$ cat src/rtl/muldiv_pkg.sv
// Shared definitions for the RV32-M multi-cycle multiply/divide sequencer:
// funct3 opcodes, the M-extension funct7 value, FSM state encoding,
// special-case divide constants and small opcode-decode helpers.
package muldiv_pkg;

    localparam int unsigned XLEN_DEF = 32;
    localparam int unsigned CNT_W    = 5;

    localparam logic [6:0] F7_MULDIV = 7'b0000001;

    localparam logic [2:0] F3_MUL    = 3'b000;
    localparam logic [2:0] F3_MULH   = 3'b001;
    localparam logic [2:0] F3_MULHSU = 3'b010;
    localparam logic [2:0] F3_MULHU  = 3'b011;
    localparam logic [2:0] F3_DIV    = 3'b100;
    localparam logic [2:0] F3_DIVU   = 3'b101;
    localparam logic [2:0] F3_REM    = 3'b110;
    localparam logic [2:0] F3_REMU   = 3'b111;

    localparam logic [31:0] DIV0_Q     = 32'hFFFF_FFFF;
    localparam logic [31:0] SIGNED_MIN = 32'h8000_0000;

    typedef enum logic [2:0] {
        ST_IDLE,
        ST_MUL,
        ST_DIV,
        ST_FIXUP,
        ST_DONE
    } state_e;

    // Multiplies occupy the lower half of the funct3 space.
    function automatic logic f3_is_mul(input logic [2:0] f3);
        return ~f3[2];
    endfunction

    // DIV and REM are the signed divide flavours (funct3[0] clear).
    function automatic logic f3_is_signed_div(input logic [2:0] f3);
        return f3[2] & ~f3[0];
    endfunction

endpackage

$ cat src/rtl/muldiv_if.sv
// Request/response bundle between the execute stage and muldiv_seq.
// master: requester (drives req_valid, a, b, funct3, flush, resp_ready).
// slave : muldiv_seq (drives req_ready, resp_valid, res, busy).
interface muldiv_if #(
    parameter int unsigned XLEN = 32
);
    import muldiv_pkg::*;

    logic            req_valid;
    logic            req_ready;
    logic [XLEN-1:0] a;
    logic [XLEN-1:0] b;
    logic [2:0]      funct3;
    logic            flush;
    logic            resp_valid;
    logic            resp_ready;
    logic [XLEN-1:0] res;
    logic            busy;

    modport master (
        output req_valid, a, b, funct3, flush, resp_ready,
        input  req_ready, resp_valid, res, busy
    );

    modport slave (
        input  req_valid, a, b, funct3, flush, resp_ready,
        output req_ready, resp_valid, res, busy
    );

endinterface

$ cat src/rtl/muldiv_seq_div_step.sv
// One combinational restoring-division step.
// rem_i     : partial remainder (always < dvs_i)
// dvd_bit_i : next dividend bit shifted in
// dvs_i     : divisor magnitude
// rem_nxt_c : remainder after the step
// q_bit_c   : quotient bit produced by the step
module div_step
    import muldiv_pkg::*;
#(
    parameter int unsigned XLEN = 32
) (
    input  logic [XLEN-1:0] rem_i,
    input  logic            dvd_bit_i,
    input  logic [XLEN-1:0] dvs_i,
    output logic [XLEN-1:0] rem_nxt_c,
    output logic            q_bit_c
);

    logic [XLEN:0] shifted;
    logic [XLEN:0] diff;

    // Since rem_i < dvs_i, a non-negative trial difference always fits in
    // XLEN bits, so the top bit of diff is a clean borrow flag.
    always_comb begin
        shifted   = {rem_i, dvd_bit_i};
        diff      = shifted - {1'b0, dvs_i};
        q_bit_c   = ~diff[XLEN];
        rem_nxt_c = q_bit_c ? diff[XLEN-1:0] : shifted[XLEN-1:0];
    end

endmodule

$ cat src/rtl/muldiv_seq.sv
// Multi-cycle RV32-M sequencer: counted-wait multiply and an iterative
// 1-bit-per-cycle restoring divider, with valid/ready request/response.
// clk, rst_n : clock (rising edge), asynchronous active-low reset
// bus        : muldiv_if slave (request, flush, response, busy)
module muldiv_seq
    import muldiv_pkg::*;
#(
    parameter int unsigned XLEN       = 32,
    parameter int unsigned MUL_STAGES = 2
) (
    input  logic     clk,
    input  logic     rst_n,
    muldiv_if.slave  bus
);

    state_e            state_q, state_d;
    logic [CNT_W-1:0]  cnt_q, cnt_d;
    logic [XLEN-1:0]   opa_q, opa_d;
    logic [XLEN-1:0]   opb_q, opb_d;
    logic [XLEN-1:0]   rem_q, rem_d;
    logic [XLEN-1:0]   res_q, res_d;
    logic [2:0]        f3_q, f3_d;
    logic              negq_q, negq_d;
    logic              negr_q, negr_d;
    logic              resp_valid_q, resp_valid_d;
    logic              busy_q, busy_d;

    logic              accept;
    logic              sdiv;
    logic              a_neg, b_neg;
    logic [XLEN-1:0]   mag_a, mag_b;
    logic              mul_a_sgn, mul_b_sgn;
    logic [2*XLEN-1:0] ext_a, ext_b, prod;
    logic [XLEN-1:0]   step_rem;
    logic              step_q;

    assign bus.req_ready  = (state_q == ST_IDLE) && !bus.flush;
    assign bus.resp_valid = resp_valid_q;
    assign bus.res        = res_q;
    assign bus.busy       = busy_q;

    // Operand decode at accept time: magnitudes only for signed divides.
    always_comb begin
        accept = bus.req_valid && (state_q == ST_IDLE) && !bus.flush;
        sdiv   = f3_is_signed_div(bus.funct3);
        a_neg  = bus.a[XLEN-1];
        b_neg  = bus.b[XLEN-1];
        mag_a  = (sdiv && a_neg) ? -bus.a : bus.a;
        mag_b  = (sdiv && b_neg) ? -bus.b : bus.b;
    end

    // 64-bit product from latched operands; sign extension picks the flavour.
    always_comb begin
        mul_a_sgn = (f3_q == F3_MULH) || (f3_q == F3_MULHSU);
        mul_b_sgn = (f3_q == F3_MULH);
        ext_a     = {{XLEN{opa_q[XLEN-1] & mul_a_sgn}}, opa_q};
        ext_b     = {{XLEN{opb_q[XLEN-1] & mul_b_sgn}}, opb_q};
        prod      = ext_a * ext_b;
    end

    // opa_q doubles as the dividend/quotient shift register during DIV.
    div_step #(.XLEN(XLEN)) u_div_step (
        .rem_i     (rem_q),
        .dvd_bit_i (opa_q[XLEN-1]),
        .dvs_i     (opb_q),
        .rem_nxt_c (step_rem),
        .q_bit_c   (step_q)
    );

    // Next-state and datapath update.
    always_comb begin
        state_d      = state_q;
        cnt_d        = cnt_q;
        opa_d        = opa_q;
        opb_d        = opb_q;
        rem_d        = rem_q;
        res_d        = res_q;
        f3_d         = f3_q;
        negq_d       = negq_q;
        negr_d       = negr_q;
        resp_valid_d = resp_valid_q;
        busy_d       = busy_q;

        case (state_q)
            ST_IDLE: begin
                if (accept) begin
                    f3_d   = bus.funct3;
                    cnt_d  = '0;
                    busy_d = 1'b1;
                    if (f3_is_mul(bus.funct3)) begin
                        opa_d   = bus.a;
                        opb_d   = bus.b;
                        cnt_d   = CNT_W'(MUL_STAGES - 1);
                        state_d = ST_MUL;
                    end else if (bus.b == '0) begin
                        res_d        = bus.funct3[1] ? bus.a : DIV0_Q;
                        resp_valid_d = 1'b1;
                        state_d      = ST_DONE;
                    end else if (sdiv && (bus.a == SIGNED_MIN) && (bus.b == '1)) begin
                        res_d        = bus.funct3[1] ? '0 : SIGNED_MIN;
                        resp_valid_d = 1'b1;
                        state_d      = ST_DONE;
                    end else begin
                        opa_d   = mag_a;
                        opb_d   = mag_b;
                        rem_d   = '0;
                        cnt_d   = CNT_W'(XLEN - 1);
                        negq_d  = sdiv && (a_neg != b_neg);
                        negr_d  = sdiv && a_neg;
                        state_d = ST_DIV;
                    end
                end
            end
            ST_MUL: begin
                if (cnt_q == '0) begin
                    res_d        = (f3_q == F3_MUL) ? prod[XLEN-1:0] : prod[2*XLEN-1:XLEN];
                    resp_valid_d = 1'b1;
                    state_d      = ST_DONE;
                end else begin
                    cnt_d = cnt_q - CNT_W'(1);
                end
            end
            ST_DIV: begin
                rem_d = step_rem;
                opa_d = {opa_q[XLEN-2:0], step_q};
                if (cnt_q == '0) begin
                    state_d = ST_FIXUP;
                end else begin
                    cnt_d = cnt_q - CNT_W'(1);
                end
            end
            ST_FIXUP: begin
                if (f3_q[1]) begin
                    res_d = negr_q ? -rem_q : rem_q;
                end else begin
                    res_d = negq_q ? -opa_q : opa_q;
                end
                resp_valid_d = 1'b1;
                state_d      = ST_DONE;
            end
            ST_DONE: begin
                if (bus.resp_ready) begin
                    resp_valid_d = 1'b0;
                    busy_d       = 1'b0;
                    state_d      = ST_IDLE;
                end
            end
            default: begin
                state_d      = ST_IDLE;
                resp_valid_d = 1'b0;
                busy_d       = 1'b0;
            end
        endcase

        // Flush wins over everything, but the last result stays visible on res.
        if (bus.flush) begin
            state_d      = ST_IDLE;
            resp_valid_d = 1'b0;
            busy_d       = 1'b0;
            cnt_d        = '0;
            res_d        = res_q;
        end
    end

    // State and datapath registers.
    always_ff @(posedge clk or negedge rst_n) begin
        if (!rst_n) begin
            state_q      <= ST_IDLE;
            cnt_q        <= '0;
            opa_q        <= '0;
            opb_q        <= '0;
            rem_q        <= '0;
            res_q        <= '0;
            f3_q         <= '0;
            negq_q       <= 1'b0;
            negr_q       <= 1'b0;
            resp_valid_q <= 1'b0;
            busy_q       <= 1'b0;
        end else begin
            state_q      <= state_d;
            cnt_q        <= cnt_d;
            opa_q        <= opa_d;
            opb_q        <= opb_d;
            rem_q        <= rem_d;
            res_q        <= res_d;
            f3_q         <= f3_d;
            negq_q       <= negq_d;
            negr_q       <= negr_d;
            resp_valid_q <= resp_valid_d;
            busy_q       <= busy_d;
        end
    end

endmodule

$ cat src/flat_wrapper.sv
// flat-port wrapper written by rule: the top's interface ports become plain ports
module muldiv_seq_flat import muldiv_pkg::*;
#(
    parameter int unsigned XLEN       = 32,
    parameter int unsigned MUL_STAGES = 2
)
  (clk, rst_n, bus_req_valid, bus_a, bus_b, bus_funct3, bus_flush, bus_resp_ready, bus_req_ready, bus_resp_valid, bus_res, bus_busy);
  muldiv_if #(.XLEN(XLEN)) bus_i ();
  input  logic clk;
  input  logic rst_n;
  input wire logic [$bits(bus_i.req_valid)-1:0] bus_req_valid;
  input wire logic [$bits(bus_i.a)-1:0] bus_a;
  input wire logic [$bits(bus_i.b)-1:0] bus_b;
  input wire logic [$bits(bus_i.funct3)-1:0] bus_funct3;
  input wire logic [$bits(bus_i.flush)-1:0] bus_flush;
  input wire logic [$bits(bus_i.resp_ready)-1:0] bus_resp_ready;
  output wire logic [$bits(bus_i.req_ready)-1:0] bus_req_ready;
  output wire logic [$bits(bus_i.resp_valid)-1:0] bus_resp_valid;
  output wire logic [$bits(bus_i.res)-1:0] bus_res;
  output wire logic [$bits(bus_i.busy)-1:0] bus_busy;
  assign bus_i.req_valid = bus_req_valid;
  assign bus_i.a = bus_a;
  assign bus_i.b = bus_b;
  assign bus_i.funct3 = bus_funct3;
  assign bus_i.flush = bus_flush;
  assign bus_i.resp_ready = bus_resp_ready;
  assign bus_req_ready = bus_i.req_ready;
  assign bus_resp_valid = bus_i.resp_valid;
  assign bus_res = bus_i.res;
  assign bus_busy = bus_i.busy;
  muldiv_seq #(.XLEN(XLEN), .MUL_STAGES(MUL_STAGES)) u_core (.clk(clk), .rst_n(rst_n), .bus(bus_i));
endmodule
$ cat config.mk
export PLATFORM = sky130hd
export DESIGN_NAME = muldiv_seq_flat
export DESIGN_NICKNAME = d
export VERILOG_FILES = /design/src/rtl/muldiv_pkg.sv /design/src/rtl/muldiv_if.sv /design/src/rtl/muldiv_seq_div_step.sv /design/src/rtl/muldiv_seq.sv /design/src/flat_wrapper.sv
export SDC_FILE = /design/constraint.sdc
export NUM_CORES = 2
export LEC_CHECK = 0
export CORE_UTILIZATION = 40
export DETAILED_ROUTE_END_ITERATION = 6
export GPL_ROUTABILITY_DRIVEN = 0
export PLACE_DENSITY = 0.58
export RECOVER_POWER = 50
export SYNTH_ARGS = -nofsm -noshare
export SYNTH_HDL_FRONTEND = slang
export SYNTH_HIERARCHICAL = 1
export SYNTH_SLANG_ARGS = --single-unit
$ cat constraint.sdc
create_clock -name clk -period 14.3 [get_ports clk]
set_input_delay 1.43 -clock clk [delete_from_list [all_inputs] [get_ports clk]]
set_output_delay 1.43 -clock clk [all_outputs]
set_load 0.005 [all_outputs]
# --- Word level (Yosys, flattened, before mapping) ---
# Index checks and enable logic that the tools add are counted.
word_totals:
  reg_bits: 143
  in_bits: 72
  output_inout_bits: 35
classes:
  add_sub_neg: 6
  multipliers: 1
  n_eq_ne: 28
  muxes: 55
  bitwise: 8
  n_reduce_logical: 29
op_table:
  columns: ["cell", "count"]
  rows:
  - ["$mux 32", 25]
  - ["$neg 32->32", 4]
  - ["$pmux 32 s2", 2]
  - ["$pmux 32 s3", 1]
  - ["$eq 32x32->1 const B", 2]
  - ["$mul 33x33->64", 1]
  - ["$sub 33x32->33", 1]
  - ["$logic_not 32->1", 1]
  - ["$mux 5", 6]
  - ["$mux 3", 8]
  - ["$ne 3x3->1 const B", 6]
  - ["$pmux 3 s5", 1]
  - ["$ne 2x2->1 const B", 6]
  - ["$reduce_and 4->1", 3]
  - ["$reduce_and 6->1", 2]
  - ["$pmux 5 s2", 1]
  - ["$reduce_and 5->1", 2]
  - ["$eq 3x2->1 const B", 3]
  - ["$mux 1", 9]
  - ["$ne 3x2->1 const B", 3]
  - ["$logic_and 1x1->1", 8]
  - ["$eq 3x1->1 const B", 2]
  - ["$logic_not 3->1", 2]
  - ["$ne 2x1->1 const B", 3]
  - ["17 further kinds", 25]

# --- Depth between registers and ports, before layout ---
logic_depth:
  ltp_word: 10
  mapped_depth: 31
  mapped_depth_nobuf: 28

# --- Modules after synthesis ---
# Netlist, hierarchy kept.
by_module_without_submodules:
  columns: ["mod", "instances", "cells_per_inst", "area_each_um2", "seq_area_each_um2"]
  rows:
  - ["muldiv_seq", 1, 5497, 48006.0, 3578.4]
  - ["div_step", 1, 305, 2358.5, 0.0]

# --- Worst setup path after synthesis ---
# Ideal clock, no wire load.
synth_path:
  kind: "register to register"
  startpoint: "register u_core.f3_q[1]"
  endpoint: "register u_core.res_q[26] (netlist: u_core/bus.res[26])"
  arrival_time_ns: 8.737
  slack_ns: 5.497
  path_stages_with_launch: 30
  path_buffers: 3
  path_cell_list: "dfrtp_1 > clkbuf_1 > xnor2_1 > nor3b_1 > clkbuf_1 > nand2_1 > fa_1 > fa_1 > inv_1 > fa_1 > inv_1 > fa_1 > inv_1 > fa_1 > fa_1 > fa_1 > inv_1 > fa_1 > inv_1 > ha_1 > clkbuf_1 > and3_1 > and2_1 > a221oi_1 > o31a_1 > o21a_1 > o211ai_1 > or4b_2 > o2111ai_1 > a221o_1"
synth_between:
  elab_chain_len: 7
synth_rtl:
  columns: ["item", "line_no", "rtl"]
  rows:
  - ["start, declared", "muldiv_seq.sv:22", "logic [2:0] f3_q, f3_d;"]
  - ["start signal, assigned", "muldiv_seq.sv:174", "f3_q <= '0;"]
  - ["start signal, assigned", "muldiv_seq.sv:186", "f3_q <= f3_d;"]
  - ["$eq 3x1->1 / $eq 3x2->1 (equally long branches)", "muldiv_seq.sv:54, muldiv_seq.sv:55", null]
  - ["$logic_or 1x1->1", "muldiv_seq.sv:54", "mul_a_sgn = (f3_q == F3_MULH) || (f3_q == F3_MULHSU);"]
  - ["$and 1x1->1", "muldiv_seq.sv:56", "ext_a = {{XLEN{opa_q[XLEN-1] & mul_a_sgn}}, opa_q};"]
  - ["$mul 33x33->64", "muldiv_seq.sv:58", "prod = ext_a * ext_b;"]
  - ["$mux 32", "muldiv_seq.sv:116", "res_d = (f3_q == F3_MUL) ? prod[XLEN-1:0] : prod[2*XLEN-1:XLEN];"]
  - ["$mux 32", "muldiv_seq.sv:115", "if (cnt_q == '0) begin"]
  - ["$pmux 32 s3 (*)", "muldiv_seq.sv:84", "case (state_q)"]
  - ["end signal, assigned", "muldiv_seq.sv:185", "res_q <= res_d;"]
  - ["end, declared", "muldiv_seq.sv:21", "logic [XLEN-1:0] res_q, res_d;"]
# Mark *: on every way between the ends. The rest lies on a longest branch, timed or not. The select of a mux whose other input is x is not followed.
# A chain may end at the register's enable or synchronous reset.

# --- Worst setup path in the final report ---
layout_path:
  startpoint: "register u_core.opa_q[31]"
  endpoint: "register u_core.res_q[26] (netlist: u_core/bus.res[26])"
layout_between:
  elab_chain_len: 5
layout_rtl:
  columns: ["item", "line_no", "rtl"]
  rows:
  - ["start, declared", "muldiv_seq.sv:18", "logic [XLEN-1:0] opa_q, opa_d;"]
  - ["start signal, assigned", "muldiv_seq.sv:182", "opa_q <= opa_d;"]
  - ["$and 1x1->1", "muldiv_seq.sv:56", null]
  - ["$mul 33x33->64 (*)", "muldiv_seq.sv:58", null]
  - ["$mux 32 (*)", "muldiv_seq.sv:116", null]
  - ["$mux 32 (*)", "muldiv_seq.sv:115", null]
  - ["$pmux 32 s3 (*)", "muldiv_seq.sv:84", null]
# Marks and branches as above.

==> results.json <==
{
  "finalWirelength_mm": 158.7,
  "worst_ep_arrival_time_ns": 10.22,
  "core_region_area_sq_um": 124300,
  "floorplan.die.height_um": 356.8,
  "routed-wl-met3_mm": 12.54,
  "required_time_of_the_worst_setup_path_ns": 14.68,
  "fmaxAchievable_mhz": 101.6,
  "multi_input_area_sq_um": 40680,
  "cp-start-kind": "register",
  "h_tree_depth": 4,
  "drt_iter0_drc": 3524,
  "synth_sequential_area_ratio_pct": 7.105,
  "highest_layer": "met4",
  "hold_path.class": "reg2reg",
  "drt-vias-per-instance": 5.423,
  "grt-ovfl-total": 0,
  "report.final.slew_viol_count": 146,
  "clk-insertion-delay-late_ns": 0.46,
  "final_hold_fails": 0,
  "detailed_place_hpwl_mm": 124.3,
  "fillCellCount": 12520,
  "worstSetupEndpointType": "register",
  "max_cap_violations": 2,
  "dr.pass1.iters": 7,
  "syn_avg_cell_area_sq_um": 8.681,
  "wire_length_of_the_first_global_routing_pass_mm": 248.6,
  "synth_async_sr_flop_share_pct": 100.0,
  "setup_viol_count_final": 0,
  "worst_clock_skew_ns": 0.01992,
  "routed_wire_length_per_instance_um": 21.72,
  "synth.lib_cells_used.distinct": 97,
  "num-nets-final": 7105,
  "ys_warn_count": 6,
  "number_of_placement_rows": 129,
  "layout_min_cycle_time_ns": 9.844,
  "initial_utilization_pct": 40.52,
  "syn_to_final_growth_pct": 5.632,
  "grt_pass1_vias": 41380,
  "cts-resized-gates": 0,
  "max_slew.worst_pin.slew_ns": 4.539,
  "drtAntennaViolNets": 0,
  "synth_seq_cells": 143,
  "place_area_sq_um": 52650,
  "clkTransAtPathRegs_ns": 0.07,
  "drc_errors": 5,
  "fp.dieArea_sq_um": 127300,
  "grt_util_all_layers_pct": 25.61,
  "clk_root_buffer_cell": "sky130_fd_sc_hd__clkbuf_16",
  "cts-buffers-inserted": 17,
  "post-route-period-util_pct": 68.84,
  "ctsHoldBuffers": 0,
  "worstPathMaxFanout": 31,
  "share_of_layout_cells_above_drive_strength_1_pct": 3.440,
  "met2WireLength_mm": 74.06,
  "port-buffer-count": 106,
  "mappedNetlistNets": 7251,
  "drt-met1-wl_mm": 65.31,
  "setup-tns-final_ns": 0,
  "grt_max_degree": 94,
  "fin_area_sq_um": 53200,
  "timing.max_slew.rel_slack_pct": -202.6,
  "violations": "DRC, capacitance limit, slew limit",
  "grt_setup_unrepaired": "false",
  "i_o_pins": 107,
  "cell_area_after_technology_mapping_sq_um": 50360,
  "ff_latch_area_sq_um": 3581,
  "outcome": "finished with violations",
  "post_cts.repair.setup_buffers": 0,
  "syn-instance-count": 5802,
  "antenna_found_initial": 10,
  "chipWidth_um": 356.8,
  "clock_tree_from_tritoncts": "yes",
  "timing_worst_setup_path_type": "reg2reg",
  "yosys_most_used_dff": "sky130_fd_sc_hd__dfrtp_1",
  "vias": 39630,
  "cts.path.max_buffers": 2,
  "synth_edf_count": 0,
  "cts.sinks": 143
}
## metal layers
layer / global-route usage [%] / up-vias
li1: - / 17240
met1: 34.71 / 20660
met2: 41.73 / 1464
met3: 3.857 / 267
met4: 8.974 / 0
met5: 0 / -
## cells in the final DEF, fill, tap and decap left out, types with 42 or more instances in the layout
cell and count:
sky130_fd_sc_hd__nor2_1 186, sky130_fd_sc_hd__fa_1 1126, sky130_fd_sc_hd__and2_1 319, sky130_fd_sc_hd__nor3_1 42
sky130_fd_sc_hd__clkdlybuf4s50_1 90, sky130_fd_sc_hd__a21oi_1 179, sky130_fd_sc_hd__dfrtp_1 141, sky130_fd_sc_hd__ha_1 251
sky130_fd_sc_hd__xor2_1 99, sky130_fd_sc_hd__xnor2_1 110, sky130_fd_sc_hd__buf_4 84, sky130_fd_sc_hd__a21o_1 49
sky130_fd_sc_hd__o21ai_0 172, sky130_fd_sc_hd__nand2_1 946, sky130_fd_sc_hd__inv_1 1231
## flip-flops by register name, indices dropped and copies added (netlist names)
name	flops
u_core/negr_q	1
u_core/opa_q	32
u_core/bus.res	32
u_core/bus.busy	1
u_core/bus.resp_valid	1
u_core/cnt_q	5
u_core/f3_q	3
u_core/opb_q	32
u_core/negq_q	1
u_core/rem_q	32
u_core/state_q	3
## worst max-delay path, cell delays in order (launching register included)
cell	delay, ns
sky130_fd_sc_hd__dfrtp_1	0.76
sky130_fd_sc_hd__nor3b_2	0.27
sky130_fd_sc_hd__buf_4	0.40
sky130_fd_sc_hd__nand2_1	0.20
sky130_fd_sc_hd__fa_1	0.57
sky130_fd_sc_hd__fa_1	0.51
sky130_fd_sc_hd__inv_1	0.07
sky130_fd_sc_hd__fa_1	0.79
sky130_fd_sc_hd__inv_1	0.29
sky130_fd_sc_hd__fa_1	0.67
sky130_fd_sc_hd__inv_1	0.49
sky130_fd_sc_hd__fa_1	0.54
sky130_fd_sc_hd__fa_1	0.51
sky130_fd_sc_hd__fa_1	0.50
sky130_fd_sc_hd__inv_1	0.05
sky130_fd_sc_hd__fa_1	0.48
sky130_fd_sc_hd__inv_1	0.04
sky130_fd_sc_hd__ha_1	0.38
sky130_fd_sc_hd__and3_1	0.25
sky130_fd_sc_hd__and2_1	0.17
sky130_fd_sc_hd__a221oi_1	0.28
sky130_fd_sc_hd__o31a_1	0.21
sky130_fd_sc_hd__o21a_1	0.11
sky130_fd_sc_hd__o211ai_1	0.20
sky130_fd_sc_hd__or4b_2	0.68
sky130_fd_sc_hd__o2111ai_1	0.14
sky130_fd_sc_hd__a221o_1	0.17
## metrics by stage
stage	util, %	hold WS [ns]	worst slack (ns)	instances
floorplan	-	0.4726	5.497	5802
global placement	42.36	0.4988	4.669	7274
detailed placement	42.36	0.4938	4.509	7274
CTS	42.81	0.5127	4.465	7305
global route	42.80	0.5433	3.941	7305
finish	42.81	0.5079	4.456	7308
## synthesized netlist by cell type, drive strengths merged (40+ instances only)
cell / instances / area (sq um)
a21o: 50 / 376.6
a21oi: 182 / 922.1
and2: 322 / 2018
buf: 67 / 389.1
clkbuf: 287 / 1077
dfrtp: 143 / 3578
fa: 1126 / 22540
ha: 251 / 3141
inv: 1233 / 4636
nand2: 946 / 3551
nand3: 40 / 200.2
nor2: 187 / 709.4
nor3: 43 / 215.2
o21ai: 204 / 1032
xnor2: 110 / 963.4
xor2: 99 / 867.1
## logic make-up after synthesis
kind of cell               after synthesis  share of synthesized area [%]
xor gates and xnor gates               210                          3.679
DFF                                    143                          7.105
buffers and inverters                 1590                          12.17
AOI/OAI and AO/OA                      706                          8.926
muxes                                   45                          1.138
and+or+nand+nor                       1731                          15.99
adders and majority gates             1377                          50.99
## worst paths after layout
check / from / to / slack (ns) / cells after the start
max: u_core/opa_q[31] / u_core/bus.res[26] / 4.46 / 26
min: u_core/bus.resp_valid / u_core/bus.resp_valid / 0.51 / 2
max reg2reg: u_core/opa_q[31] / u_core/bus.res[26] / 4.46 / 26
min reg2reg: u_core/bus.resp_valid / u_core/bus.resp_valid / 0.51 / 2
max in group asynchronous: rst_n / u_core/f3_q[1] / 5.85 / 2
min in group asynchronous: rst_n / u_core/rem_q[29] / 2.58 / 1
## final cells by class
type / count / share of cell area, %
inverter: 1234 / 8.721
multi-input combinational: 4069 / 76.47
clock buffer: 20 / 0.8396
sequential: 143 / 6.731
antenna: 3 / 0.01411
tap: 1637 / 3.850
clock inverter: 11 / 0.2046
timing repair buffer: 191 / 3.175
Power is not shown: default switching activity piles up to over one toggle a cycle in this logic, so the estimate is an artifact.
